$ cat src/rtl/spi_rr_arbiter.sv
// -----------------------------------------------------------------------------
// spi_rr_arbiter
//
// Shares one spi_master between NREQ requesters with round-robin priority.
// Each granted request becomes a single I_valid pulse to the master. The
// master's busy flag is watched for the start and end of the transfer. The
// received word is then returned to the owner together with a one-cycle done
// pulse. If the master never starts within START_TIMEOUT cycles, the
// transaction is closed with an error pulse instead, and O_rdata is left
// untouched.
//
// Every output is a register. A value decided while the FSM sits in a given
// state becomes visible in the following cycle. So O_spi_valid is high in the
// cycle after ISSUE, and O_done/O_err are high in the cycle after DONE.
//
// Parameters
//   NREQ           number of requesters (2..8)
//   DATAWIDTH      SPI word width, equal to the attached spi_master
//   START_TIMEOUT  cycles to wait for master busy before flagging an error
//
// Ports
//   I_clk, I_rst      clock, asynchronous active-high reset
//   I_req             per-requester request level (held until own O_done bit)
//   I_req_data        requester i word at [i*DATAWIDTH +: DATAWIDTH]
//   O_grant           one-hot owner of the running transaction, 0 when idle
//   O_done            one-cycle pulse on the owner's bit at transaction end
//   O_err             one-cycle pulse with O_done when the start timed out
//   O_rdata           last received word, valid while any O_done bit is high
//   O_busy            high whenever a transaction is in flight
//   O_spi_send_data   word to spi_master I_send_data
//   O_spi_valid       one-cycle start pulse to spi_master I_valid
//   I_spi_busy        spi_master O_busy
//   I_spi_recv_data   spi_master O_recv_data
// -----------------------------------------------------------------------------
module spi_rr_arbiter #(
    parameter int NREQ          = 4,
    parameter int DATAWIDTH     = 16,
    parameter int START_TIMEOUT = 4
) (
    input  logic                      I_clk,
    input  logic                      I_rst,
    input  logic [NREQ-1:0]           I_req,
    input  logic [NREQ*DATAWIDTH-1:0] I_req_data,
    output logic [NREQ-1:0]           O_grant,
    output logic [NREQ-1:0]           O_done,
    output logic                      O_err,
    output logic [DATAWIDTH-1:0]      O_rdata,
    output logic                      O_busy,
    output logic [DATAWIDTH-1:0]      O_spi_send_data,
    output logic                      O_spi_valid,
    input  logic                      I_spi_busy,
    input  logic [DATAWIDTH-1:0]      I_spi_recv_data
);

    localparam int              IDXW       = (NREQ > 1) ? $clog2(NREQ) : 1;
    localparam logic [7:0]      TIMEOUT_C  = 8'(START_TIMEOUT);
    localparam logic [IDXW-1:0] LAST_RST_C = IDXW'(NREQ - 1);
    localparam logic [NREQ-1:0] ONE_C      = NREQ'(1);
    localparam logic [NREQ-1:0] ZERO_C     = {NREQ{1'b0}};

    typedef enum logic [2:0] {
        ST_IDLE       = 3'd0,
        ST_ISSUE      = 3'd1,
        ST_WAIT_START = 3'd2,
        ST_WAIT_END   = 3'd3,
        ST_DONE       = 3'd4
    } state_t;

    state_t                state_r,      state_nxt_s;
    logic [NREQ-1:0]       grant_r,      grant_nxt_s;
    logic [NREQ-1:0]       done_r,       done_nxt_s;
    logic                  err_out_r,    err_out_nxt_s;
    logic                  err_flag_r,   err_flag_nxt_s;
    logic [DATAWIDTH-1:0]  rdata_r,      rdata_nxt_s;
    logic                  busy_r,       busy_nxt_s;
    logic [DATAWIDTH-1:0]  send_r,       send_nxt_s;
    logic                  valid_r,      valid_nxt_s;
    logic [7:0]            cnt_r,        cnt_nxt_s;
    logic [IDXW-1:0]       last_r,       last_nxt_s;

    logic [IDXW-1:0]       win_idx_s;
    logic                  win_found_s;

    // Round-robin pick: the scan runs from the farthest candidate back toward
    // last+1, so the last hit is the first requester after the previous owner.
    always_comb begin
        int              idx_v;
        logic [IDXW-1:0] idx_b;
        idx_v       = 0;
        idx_b       = last_r;
        win_idx_s   = last_r;
        win_found_s = 1'b0;
        for (int i = NREQ; i >= 1; i--) begin
            idx_v = (int'(last_r) + i) % NREQ;
            idx_b = IDXW'(idx_v);
            if (I_req[idx_b]) begin
                win_idx_s   = idx_b;
                win_found_s = 1'b1;
            end else begin
                win_found_s = win_found_s;
            end
        end
    end

    // Next-state and next-output logic for the transaction FSM.
    always_comb begin
        state_nxt_s    = state_r;
        grant_nxt_s    = grant_r;
        done_nxt_s     = ZERO_C;
        err_out_nxt_s  = 1'b0;
        err_flag_nxt_s = err_flag_r;
        rdata_nxt_s    = rdata_r;
        busy_nxt_s     = busy_r;
        send_nxt_s     = send_r;
        valid_nxt_s    = 1'b0;
        cnt_nxt_s      = cnt_r;
        last_nxt_s     = last_r;

        case (state_r)
            ST_IDLE: begin
                // A master still busy (e.g. after a reset mid-transfer) blocks
                // arbitration, so a new valid never overlaps an old transfer.
                if (win_found_s && !I_spi_busy) begin
                    grant_nxt_s = ONE_C << win_idx_s;
                    last_nxt_s  = win_idx_s;
                    send_nxt_s  = I_req_data[int'(win_idx_s) * DATAWIDTH +: DATAWIDTH];
                    busy_nxt_s  = 1'b1;
                    state_nxt_s = ST_ISSUE;
                end else begin
                    state_nxt_s = ST_IDLE;
                end
            end
            ST_ISSUE: begin
                valid_nxt_s = 1'b1;
                cnt_nxt_s   = 8'd0;
                state_nxt_s = ST_WAIT_START;
            end
            ST_WAIT_START: begin
                cnt_nxt_s = cnt_r + 8'd1;
                if (I_spi_busy) begin
                    state_nxt_s = ST_WAIT_END;
                end else if (cnt_r == TIMEOUT_C) begin
                    err_flag_nxt_s = 1'b1;
                    state_nxt_s    = ST_DONE;
                end else begin
                    state_nxt_s = ST_WAIT_START;
                end
            end
            ST_WAIT_END: begin
                if (!I_spi_busy) begin
                    rdata_nxt_s = I_spi_recv_data;
                    state_nxt_s = ST_DONE;
                end else begin
                    state_nxt_s = ST_WAIT_END;
                end
            end
            ST_DONE: begin
                done_nxt_s     = grant_r;
                err_out_nxt_s  = err_flag_r;
                grant_nxt_s    = ZERO_C;
                err_flag_nxt_s = 1'b0;
                busy_nxt_s     = 1'b0;
                state_nxt_s    = ST_IDLE;
            end
            default: begin
                grant_nxt_s    = ZERO_C;
                err_flag_nxt_s = 1'b0;
                busy_nxt_s     = 1'b0;
                state_nxt_s    = ST_IDLE;
            end
        endcase
    end

    // State and output registers; reset leaves requester 0 with top priority.
    always_ff @(posedge I_clk or posedge I_rst) begin
        if (I_rst) begin
            state_r    <= ST_IDLE;
            grant_r    <= ZERO_C;
            done_r     <= ZERO_C;
            err_out_r  <= 1'b0;
            err_flag_r <= 1'b0;
            rdata_r    <= {DATAWIDTH{1'b0}};
            busy_r     <= 1'b0;
            send_r     <= {DATAWIDTH{1'b0}};
            valid_r    <= 1'b0;
            cnt_r      <= 8'd0;
            last_r     <= LAST_RST_C;
        end else begin
            state_r    <= state_nxt_s;
            grant_r    <= grant_nxt_s;
            done_r     <= done_nxt_s;
            err_out_r  <= err_out_nxt_s;
            err_flag_r <= err_flag_nxt_s;
            rdata_r    <= rdata_nxt_s;
            busy_r     <= busy_nxt_s;
            send_r     <= send_nxt_s;
            valid_r    <= valid_nxt_s;
            cnt_r      <= cnt_nxt_s;
            last_r     <= last_nxt_s;
        end
    end

    assign O_grant         = grant_r;
    assign O_done          = done_r;
    assign O_err           = err_out_r;
    assign O_rdata         = rdata_r;
    assign O_busy          = busy_r;
    assign O_spi_send_data = send_r;
    assign O_spi_valid     = valid_r;

endmodule

$ cat config.mk
export PLATFORM = sky130hd
export DESIGN_NAME = spi_rr_arbiter
export DESIGN_NICKNAME = d
export VERILOG_FILES = /design/src/rtl/spi_rr_arbiter.sv
export SDC_FILE = /design/constraint.sdc
export NUM_CORES = 1
export LEC_CHECK = 0
export ABC_AREA = 1
export BUFFER_PORTS_ARGS = -buffer_cell sky130_fd_sc_hd__buf_2
export CORE_MARGIN = 2
export CORE_UTILIZATION = 32
export DETAILED_ROUTE_END_ITERATION = 8
export GPL_TIMING_DRIVEN = 0
export PLACE_DENSITY = 0.61
export REMOVE_ABC_BUFFERS = 1
export SYNTH_ARGS = -nofsm -noshare
export SYNTH_HDL_FRONTEND = slang
export SYNTH_SLANG_ARGS = --single-unit
$ cat constraint.sdc
create_clock -name I_clk -period 2.3 [get_ports I_clk]
set_input_delay 0 -clock I_clk [delete_from_list [all_inputs] [get_ports I_clk]]
set_output_delay 0 -clock I_clk [all_outputs]
set_load 0.01 [all_outputs]
[Yosys cells after proc, flatten, opt, wreduce, memory -nomap -nowiden]
Index checks and enable logic that the tools add are counted.
Widths: inputs -> output; s select.
Storage, ports and cells
  word-level logic and storage cells: 75
  output and inout port bits: 43
  bits in registers: 57
  bits of input ports: 87
Cells by class
  reduce and logical (&&, ||, !) cells: 10
  add/sub/neg operators: 5
  muxes and demuxes: 32
  order comparisons: 4
  bitwise operators: 3
  shift operators: 2
  eq/ne operators: 8
Operator list (count)
  $shiftx 64x7->16: 1
  $pmux 8 s2: 1
  $mux 1: 14
  $lt 2x3->1 const B: 4
  $pmux 3 s4: 1
  $mux 3: 3
  $add 8x1->8 const B: 1
  $bmux 1 s2: 4
  $eq 8x3->1 const B: 1
  $mux 2: 4
  $mux 4: 2
  $pmux 4 s2: 1
  $eq 3x2->1 const B: 2
  $ne 2x2->1 const B: 3
  $reduce_and 2->1: 3
  $reduce_or 3->1: 2
  $add 2x1->2 const B: 2
  $add 2x2->2 const B: 2
  $pmux 1 s2: 2
  $shl 1x2->4 const A: 1
  $eq 3x1->1 const B: 1
  $eq 3x3->1 const B: 1
  $logic_not 3->1: 1
  $not 1->1: 3
  4 further kinds: 4

[Depth between registers and ports, before layout]
Gate-level depths: netlist of the first run.
  depth in word-level cells: 10
  depth in mapped cells: 17
  mapped depth without buffers: 15

[Least setup slack after synthesis of the first run]
Ideal clock, no wire load.
  kind: register to register
  from: register last_r[0]
  to: register send_r[9] (netlist: O_spi_send_data[9])
  library setup time: 117 ps
  path buffers: 2
  slack: 523 ps
  cell stages (with the launch flop): 18
  arrival time: 1661 ps
  cells stage by stage: dfstp_2 buf_6 inv_6 nand2_2 nand2_2 nand2_1 nand2_4 inv_4 nand2_2 nand2_4 nand2_8 buf_6 nand2_1 nand2_1 nand2_1 nand2_1 nand2_1 nand2_1
On the way
  cells in the longest elaborated chain, start to end: 9
  elaborated cells between the ends (all ways): 23
  those cells by class: 4 x add/sub; 1 x shift; 16 x mux; 2 x reduce/logical
RTL lines
  from (decl): line 79  | logic [IDXW-1:0] last_r, last_nxt_s;
  from (signal assigned): line 199  | last_r <= last_nxt_s;
  branches (longest 9 deep; another with $add 2x1->2)
  to (signal assigned): line 184  | send_r <= {DATAWIDTH{1'b0}};
  to (signal assigned): line 196  | send_r <= send_nxt_s;
  to (decl): line 76  | logic [DATAWIDTH-1:0] send_r, send_nxt_s;
Several ways; the timed one is not identified. The select of a mux whose other input is x is not followed.
A chain may end at the register's enable or synchronous reset.

[Worst setup path in the final report of the first run]
  from: register last_r[0]
  to: register last_r[1]
On the way
  cells in the longest elaborated chain, start to end: 9
  elaborated cells between the ends (all ways): 22
  those cells by class: 4 x add/sub; 16 x mux; 2 x reduce/logical
RTL lines
  $add 2x1->2: line 94  | idx_v = (int'(last_r) + i) % NREQ;
  $bmux 1 s2: line 96  | if (I_req[idx_b]) begin
  $mux 1 (not written as such): line 96
  $mux 1 (4 in a row): line 96
  $logic_and 1x1->1: line 123  | if (win_found_s && !I_spi_busy) begin
  $reduce_and 2->1 (no line)
Parallel ways exist; a longest one is shown, timed or not. The select of a mux whose other input is x is not followed.

==> results.md, run 1 <==
| Result | Reported | Unit |
|---|---|---|
| RePlAce Congestion | 0.6999 | - |
| Startpoint types | register | - |
| # clock sinks | 57 | - |
| Clock root buffer master | clkbuf_8 | - |
| Post-synthesis instance total | 418 | - |
| Clock latency on the worst-skew pair | 0.33 | ns |
| Layout-stage area growth over the synthesis result | 39.10 | % |
| Via count | 3173 | - |
| Global Route Usage Sum | 17.28 | % |
| Total inserted antenna cells | 0 | - |
| Final number of hold-violating endpoints | 0 | - |
| Rel. slew slack | 53.75 | % |
| Data arrival time at the worst-slack endpoint | 2.38 | ns |
| Worst-path cell with the longest stage delay | dfstp_4 | - |
| Average cell area after synthesis | 7.618 | um^2 |
| Remaining antenna violation count after routing | 0 | - |
| Fraction of layout cells with a size suffix above 1 | 33.33 | % |
| Critical Path Sink Type | register | - |
| DR WL/cell | 12.84 | um |
| Total clock buffers created by CTS | 9 | - |
| Post-route minimum period | 2.125 | ns |
| Clock tree skew after final layout | 0.006677 | ns |
| Core area | 0.009729 | mm^2 |
| Share of the cycle needed by the critical path after routing | 92.41 | % |
| Most frequent cells in the layout | 193 x nand2_1, 129 x buf_2, 55 x dfrtp_1, 41 x nand3_1, 29 x inv_1 | - |
| Worst Max-Slew Pin Slew | 0.6921 | ns |
| Number of global-route vias before repair | 3125 | - |
| Ports placed on the boundary | 130 | - |
| Largest net degree at the start of global routing | 41 | - |
| First-pass GRT wire length | 14880 | um |
| Worst Path Required | 2.56 | ns |
| Number of synthesis warnings | 0 | - |
| Total half-perimeter wirelength after legalization and detailed placement | 5728 | um |
| Largest stage delay on the critical path | 0.69 | ns |
| Vias per Instance | 4.475 | - |
| Synthesized area | 0.003184 | mm^2 |
| Unrepaired setup endpoints after global routing | false | - |
| Clock tree from TritonCTS | done | - |
| Fraction of synthesized area in multiplexers | 5.658 | % |
| Dominant combinational cell family by area after synthesis | simple AND/OR/NAND/NOR gates | - |
| Synthesized-area fraction occupied by xor and xnor cells | 0 | % |
| Number of max-cap violations | 0 | - |
| Number of max-slew violations in the final report | 0 | - |
| DR iter-0 viols | 105 | - |
| Remaining design rule violation count | 0 | - |
| Final cell area excluding filler cells | 0.004429 | mm^2 |
| Die Span X | 103.8 | um |
| CTS HTree Levels | 3 | - |
| VDD IR-drop max | 659.5 | uV |
| Leakage power of the design | 2.502 | nW |
| Dominant cell type by count on the critical path | nand2_1 | - |
| DRT Wirelength | 9102 | um |
| Max Freq | 0.4705 | GHz |
| Power per Cell Area | 1511 | mW/mm^2 |
| Post-synthesis share of cell area spent on and, or, nand and nor gates | 35.17 | % |
| Total power | 6.694 | mW |
| Most common cell after layout, fill and taps aside | nand2_1 | - |
| Pre-Repair DR Iteration Count | 6 | - |
| Type of the setup path with the least slack | reg -> reg | - |
| Number of standard-cell rows in the floorplan | 36 | - |
| Number of distinct library cells after synthesis | 28 | - |
| Outcome | completed | - |
| Initial core utilization | 32.73 | % |
| Crit Path Max Fanout | 19 | - |
| Placed insts | 665 | - |
| Finish-stage setup viols | 0 | - |
| Number of synthesized register bits | 57 | - |
| DIE AREA | 0.01077 | mm^2 |
| Clock Path Buffers | 2 | - |
| DIE HEIGHT | 103.8 | um |
| Number of antenna violations at the first check in global routing | 0 | - |
| Hold Path Class | in -> reg | - |
| Overflow after GRT | 0 | - |
| Number of buffer and inverter instances along the worst setup path | 2 | - |
| Compound-Gate Fraction of Synth Area | 5.187 | % |
| Reg clk slew, reported paths | 0.07 | ns |
| Post-place instance area | 0.003895 | mm^2 |
| Share of synthesized cell area in full adder, half adder and majority cells | 0.7859 | % |
| IO buf count | 129 | - |
| Final net count | 661 | - |
| Portion of the post-synthesis area used by sequential elements | 44.87 | % |
| Top delay family on crit path | simple AND/OR/NAND/NOR gates | - |
| Crit path cell chain | inv_6 > nand2_1 > a21oi_1 > nand2_1 > nand3_1 > nor2_4 > inv_4 > o21ai_0 | - |
| Worst hold margin | 0.04089 | ns |
| Final Non-Filler Cells | 709 | - |
==> final timing paths <==
path                       cells past startpoint             endpoint  slack, ns                start
max                                            8            last_r[1]       0.17            last_r[0]
min                                            7  O_spi_send_data[12]       0.04       I_req_data[44]
max reg2reg                                    8            last_r[1]       0.17            last_r[0]
max in group asynchronous                      4            last_r[1]       1.50                I_rst
min in group asynchronous                      3          O_spi_valid       0.20                I_rst
min reg2reg                                    2  O_spi_send_data[15]       0.48  O_spi_send_data[15]
==> cell usage after synthesis <==
library cell	number	area, um^2
nand2_4	3	33.78
inv_2	2	7.510
nand3_4	1	17.52
nand2_8	1	20.02
o22ai_1	3	18.77
a21oi_1	3	15.01
inv_1	30	112.6
nor2_1	15	56.30
buf_4	4	30.03
nor4_1	1	6.260
dfstp_2	2	52.55
inv_4	2	12.51
mux2_2	16	180.2
o32ai_1	1	8.760
nand2_2	6	37.54
nand3_1	41	205.2
buf_6	5	56.30
nand4_1	3	18.77
ha_1	2	25.02
dfrtp_1	55	1376
a21boi_1	1	7.510
clkbuf_4	1	7.510
buf_2	6	30.03
inv_6	1	8.760
nand2_1	193	724.4
o21ai_0	18	90.09
o21ai_2	1	8.760
o21ai_4	1	16.27
==> flip-flops by register name, summed over array words and instances, names as in the netlist, 2 cells and up <==
signal,flops
O_rdata,16
O_spi_send_data,16
cnt_r,8
O_done,4
O_grant,4
state_r,3
last_r,2
==> worst reg2reg max path: stages (launching register included) <==
cell	delay (ns)
dfstp_4	0.69
inv_6	0.08
nand2_1	0.09
a21oi_1	0.07
nand2_1	0.09
nand3_1	0.24
nor2_4	0.42
inv_4	0.18
o21ai_0	0.21
==> metrics by stage <==
stage / util, % / worst slack, ns / TNS (ns)
global placement: 39.80 / -0.8241 / -16.29
global route: 45.52 / 0.002856 / 0
detailed placement: 40.03 / -0.3219 / -5.261
CTS: 44.60 / 0.04298 / 0
finish: 45.52 / 0.1746 / 0
floorplan: - / 0.008265 / 0
==> power by group <==
part           switching (mW)  internal (mW)  leakage (nW)
Sequential              0.232           1.41         0.726
Clock                   0.390          0.555        0.0957
Combinational            2.60           1.51          1.68
==> per-layer routing <==
metal,wire length (um),global-route usage [%],vias up
met2,4354,29.38,67
met4,146,4.633,0
met5,0,0,-
li1,-,-,1630
met1,4282,22.04,1465
met3,318,4.154,11
==> kinds of logic (layout without fill, tap and decap cells) <==
family | Yosys count | count (layout)
fa+ha+maj | 2 | 2
simple gates | 264 | 268
mux | 16 | 16
buf+inv | 51 | 205
flops | 57 | 57
compound gates | 28 | 28
==> timing repair <==
item | CTS | global route
endpoints found under the setup margin | 18 | 20
cloned | 3 | 1
gates resized for setup | 4 | 3
hold buffers | 18 | 0
hold endpoints to repair | 34 | 0
pin swaps | 3 | 2
buffers inserted | 2 | 5
==> cell type report <==
cell class	instances	area, um^2
Timing Repair Buffer	155	923.4
Multi-Input combinational cell	314	1567
Clock inverter	2	37.54
Inverter	35	143.9
Tap cell	133	166.4
Sequential cell	57	1433
Fill cell	1003	5300
Clock buffer	13	158.9
No activity file was read; power rests on OpenSTA's default activity.
==> run 2, diff against run 1 <==
CELL_PAD_IN_SITES_DETAIL_PLACEMENT = 0   (was not set)
CELL_PAD_IN_SITES_GLOBAL_PLACEMENT = 1   (was not set)
PLACE_DENSITY = 0.8   (was 0.61)
==> results.md, run 2 (synthesis results as in run 1) <==
| Result | Reported | Unit |
|---|---|---|
| Outcome | completed | - |
| DRT Wirelength | 9263 | um |
| Clock latency on the worst-skew pair | 0.33 | ns |
| Number of max-cap violations | 0 | - |
| Most common cell after layout, fill and taps aside | nand2_1 | - |
| Final net count | 666 | - |
| Worst setup margin | 0.2170 | ns |
| DR WL/cell | 12.96 | um |
| Worst Path Required | 2.52 | ns |
| Number of max-slew violations in the final report | 0 | - |
| Fraction of layout cells with a size suffix above 1 | 34.36 | % |
| Vias per Instance | 4.559 | - |
| Worst-path cell with the longest stage delay | dfstp_4 | - |
| Overflow after GRT | 0 | - |
| Total clock buffers created by CTS | 9 | - |
| Largest stage delay on the critical path | 0.68 | ns |
| Global Route Usage Sum | 17.36 | % |
| Clock tree from TritonCTS | done | - |
| DIE AREA | 0.01077 | mm^2 |
| Dominant cell type by count on the critical path | nand2_1 | - |
| Layout-stage area growth over the synthesis result | 40.63 | % |
| Most frequent cells in the layout | 193 x nand2_1, 129 x buf_2, 55 x dfrtp_1, 41 x nand3_1, 29 x inv_1 | - |
| Total half-perimeter wirelength after legalization and detailed placement | 5974 | um |
| Number of standard-cell rows in the floorplan | 36 | - |
| # clock sinks | 57 | - |
| Hold Path Class | in -> reg | - |
| Finish-stage setup viols | 0 | - |
| Crit Path Max Fanout | 19 | - |
| Fillers | 1046 | - |
| Power per Cell Area | 1517 | mW/mm^2 |
| Leakage power of the design | 2.544 | nW |
| Number of global-route vias before repair | 3193 | - |
| Post-route minimum period | 2.083 | ns |
| Top delay family on crit path | simple AND/OR/NAND/NOR gates | - |
| Unrepaired setup endpoints after global routing | false | - |
| Worst Max-Slew Pin Slew | 0.7155 | ns |
| Clock Path Buffers | 2 | - |
| CTS HTree Levels | 3 | - |
| Reg clk slew, reported paths | 0.06 | ns |
| Setup slack at placement | -0.2890 | ns |
| Share of the cycle needed by the critical path after routing | 90.57 | % |
| Startpoint types | register | - |
| Pre-Repair DR Iteration Count | 4 | - |
| Largest net degree at the start of global routing | 36 | - |
| Clock tree skew after final layout | 0.006321 | ns |
| RePlAce Congestion | 0.8175 | - |
| Remaining design rule violation count | 0 | - |
| Max Freq | 0.4801 | GHz |
| DR iter-0 viols | 118 | - |
| First-pass GRT wire length | 14890 | um |
| Die Span X | 103.8 | um |
| Initial core utilization | 32.73 | % |
| Type of the setup path with the least slack | reg -> reg | - |
| Clock root buffer master | clkbuf_8 | - |
| Number of buffer and inverter instances along the worst setup path | 2 | - |
| VDD IR-drop max | 576.5 | uV |
| Critical Path Sink Type | register | - |
| Via count | 3260 | - |
| Number of antenna violations at the first check in global routing | 0 | - |
| Crit path cell chain | inv_6 > nand2_1 > a21oi_1 > nand2_1 > nand3_1 > nor2_4 > inv_2 > nand2_1 > nand2_1 | - |
| TNS Setup | 0 | ns |
| Total inserted antenna cells | 0 | - |
| Data arrival time at the worst-slack endpoint | 2.30 | ns |
| Worst hold margin | 0.03635 | ns |
| Final Non-Filler Cells | 715 | - |
| Ports placed on the boundary | 130 | - |
| Rel. slew slack | 51.80 | % |
| IO buf count | 129 | - |
| Final number of hold-violating endpoints | 0 | - |
| Core area | 0.009729 | mm^2 |
| DIE HEIGHT | 103.8 | um |
| Remaining antenna violation count after routing | 0 | - |
| Finished Core Util | 46.03 | % |
| Placed insts | 665 | - |
[run 2: final timing paths]
path	from	endpoint	slack (ns)	cells past startpoint
worst max-delay path	last_r[0]	O_spi_send_data[15]	0.22	9
worst min-delay path	I_req_data[38]	O_spi_send_data[6]	0.04	7
worst max register to register	last_r[0]	O_spi_send_data[15]	0.22	9
worst min register to register	O_spi_send_data[5]	O_spi_send_data[5]	0.47	2
max in group asynchronous	I_rst	last_r[1]	1.43	4
min in group asynchronous	I_rst	O_rdata[7]	0.25	3
[run 2: report_power, final]
| group | switching (mW) | internal, mW |
|---|---|---|
| Sequential | 0.241 | 1.41 |
| Clock | 0.401 | 0.555 |
| Combinational | 2.61 | 1.57 |
| Total | 3.26 | 3.54 |
[run 2: timing repair]
item | CTS | global route
buffers inserted | 2 | 10
gates resized for setup | 3 | 4
hold buffers | 18 | 0
hold endpoints to repair | 39 | 0
pin swaps | 4 | 2
gates cloned | 3 | 1
endpoints found under the setup margin | 18 | 21
[run 2: through the flow]
step	total power, mW	cell area, um^2
final	6.792	4478
after global routing	7.464	4478
after CTS	6.474	4345
after detailed placement	5.196	3895
after global placement	5.138	3872
after floorplan	4.143	3060
[run 2: layout make-up]
class	instances	area (um^2)	share of cell area [%]
clock buffer	11	151.4	3.381
clock inverter	5	53.80	1.201
inverter	35	141.4	3.157
multi-input combinational	314	1572	35.09
sequential	57	1433	31.99
tap	133	166.4	3.716
timing repair buffer	160	960.9	21.46
[run 2: worst reg2reg max path, stage by stage, from the launching register on]
cell     delay [ns]
dfstp_4        0.68
inv_6          0.08
nand2_1        0.08
a21oi_1        0.07
nand2_1        0.09
nand3_1        0.21
nor2_4         0.36
inv_2          0.23
nand2_1        0.11
nand2_1        0.06
[run 2: metal layers]
metal / global-route usage (%) / part of all wire (%)
met5: 0 / 0
met4: 7.336 / 1.9
met3: 3.839 / 4.0
met2: 30.42 / 50
met1: 20.49 / 44
==> run 3, diff against run 2 <==
RECOVER_POWER = 100   (was not set)
==> results.md, run 3 (synthesis results as in run 1) <==
| Result | Reported | Unit |
|---|---|---|
| Outcome | completed | - |
| Startpoint types | register | - |
| Core area | 0.009729 | mm^2 |
| Setup crit end | state_r[0] | - |
| Most frequent cells in the layout | 194 x nand2_1, 86 x buf_2, 55 x dfrtp_1, 43 x clkbuf_1, 41 x nand3_1 | - |
| Reg2reg path depth | 9 | - |
| Layout-stage area growth over the synthesis result | 38.39 | % |
| Global Route Usage Sum | 17.36 | % |
| Die Span X | 103.8 | um |
| Critical R2R Launch | last_r[0] | - |
| Largest net degree at the start of global routing | 36 | - |
| Pre-Repair DR Iteration Count | 4 | - |
| Post-route minimum period | 2.103 | ns |
| RePlAce Congestion | 0.8175 | - |
| Hold Path Class | in -> reg | - |
| IO buf count | 129 | - |
| DRT Wirelength | 9265 | um |
| Reg clk slew, reported paths | 0.06 | ns |
| DR WL/cell | 12.96 | um |
| Number of antenna violations at the first check in global routing | 0 | - |
| Number of global-route vias before repair | 3193 | - |
| Vias per Instance | 4.585 | - |
| Post-place instance area | 0.003895 | mm^2 |
| Share of the cycle needed by the critical path after routing | 91.44 | % |
| Final net count | 666 | - |
| Reg-to-reg slack, setup | 0.20 | ns |
| # clock sinks | 57 | - |
| First-pass GRT wire length | 14890 | um |
| Overflow after GRT | 0 | - |
| Via count | 3278 | - |
| Clock tree from TritonCTS | done | - |
| Remaining design rule violation count | 0 | - |
| Type of the setup path with the least slack | reg -> reg | - |
| Final number of hold-violating endpoints | 0 | - |
| Clock root buffer master | clkbuf_8 | - |
| Power per Cell Area | 1524 | mW/mm^2 |
| Crit Path Max Fanout | 19 | - |
| Number of max-slew violations in the final report | 0 | - |
| Most common cell after layout, fill and taps aside | nand2_1 | - |
| Ports placed on the boundary | 130 | - |
| Rel. slew slack | 43.07 | % |
| Worst hold margin | 0.03554 | ns |
| DR iter-0 viols | 153 | - |
| Unrepaired setup endpoints after global routing | false | - |
| DIE AREA | 0.01077 | mm^2 |
| Max Freq | 0.4755 | GHz |
| Clock tree skew after final layout | 0.007052 | ns |
| TNS Setup | 0 | ns |
| Leakage power of the design | 2.390 | nW |
| Critical Path Sink Type | register | - |
| Worst Max-Slew Pin Slew | 0.8540 | ns |
| Worst setup margin | 0.1970 | ns |
| Total half-perimeter wirelength after legalization and detailed placement | 5974 | um |
| Initial core utilization | 32.73 | % |
| Total clock buffers created by CTS | 9 | - |
| CTS HTree Levels | 3 | - |
| Worst Path Required | 2.49 | ns |
| VDD IR-drop max | 574.8 | uV |
| Clock latency on the worst-skew pair | 0.34 | ns |
| Total inserted antenna cells | 0 | - |
| Setup slack at placement | -0.2890 | ns |
| Destination of the worst register-to-register timing path | state_r[0] | - |
| Remaining antenna violation count after routing | 0 | - |
| Origin of the worst setup path | last_r[0] | - |
| Finish-stage setup viols | 0 | - |
| Number of max-cap violations | 0 | - |
| Number of standard-cell rows in the floorplan | 36 | - |
| Fraction of layout cells with a size suffix above 1 | 26.63 | % |
| Final cell area excluding filler cells | 0.004407 | mm^2 |
| Data arrival time at the worst-slack endpoint | 2.30 | ns |
| Clock Path Buffers | 2 | - |
| DIE HEIGHT | 103.8 | um |
run 3: worst min path at each step:
| stage | cells past startpoint | startpoint | endpoint |
|---|---|---|---|
| 3_3_place_gp | 2 | I_spi_recv_data[6] | O_rdata[6] |
| 6_report | 7 | I_req_data[38] | O_spi_send_data[6] |
| 5_1_grt | 7 | I_req_data[32] | O_spi_send_data[0] |
| 3_5_place_dp | 2 | I_rst | O_rdata[7] |
| 4_1_cts | 7 | I_req_data[32] | O_spi_send_data[0] |
| 2_1_floorplan | 1 | I_spi_recv_data[0] | O_rdata[0] |
run 3: cell type report:
| type | instances | area [um^2] |
|---|---|---|
| clock buffers | 11 | 151.4 |
| clock inverters | 5 | 53.80 |
| fillers | 1061 | 5323 |
| inverters | 35 | 141.4 |
| multi-input cells | 314 | 1569 |
| flip-flops and latches | 57 | 1433 |
| well taps | 133 | 166.4 |
| repair buffers | 160 | 892.1 |
run 3: routing by layer:
| layer | share of wire [%] | routed length, um | vias to the layer above | global-route usage, % |
|---|---|---|---|---|
| li1 | - | - | 1641 | - |
| met5 | 0 | 0 | - | 0 |
| met1 | 44 | 4106 | 1546 | 20.49 |
| met3 | 4.1 | 378 | 13 | 3.839 |
| met2 | 50 | 4600 | 78 | 30.42 |
| met4 | 1.9 | 180 | 0 | 7.336 |
run 3: where the power goes:
group          switching, mW  internal, mW
registers              0.251          1.41
logic                   2.61          1.49
clock network          0.402         0.555
run 3: worst max-delay path, stage by stage, from the launching register on:
cell,delay [ns]
dfstp_4,0.68
inv_6,0.08
nand2_1,0.09
nand2_2,0.07
a21oi_1,0.13
nand2_1,0.10
nand3_1,0.22
nor2_4,0.14
inv_2,0.29
o21ai_0,0.17
run 3: stage by stage:
step | power (mW) | util (%) | instances
after global placement | 5.138 | 39.80 | 664
after global routing | 7.389 | 45.29 | 715
after floorplan | 4.143 | - | 402
after detailed placement | 5.196 | 40.03 | 665
after CTS | 6.474 | 44.66 | 704
final | 6.716 | 45.29 | 715
run 3: timing repair:
item / CTS / global route
setup buffers: 2 / 10
resized for setup: 3 / 4
endpoints found under the hold margin: 39 / 0
hold buffers: 18 / 0
cloned: 3 / 1
setup endpoints to repair: 18 / 21
pin swaps: 4 / 2
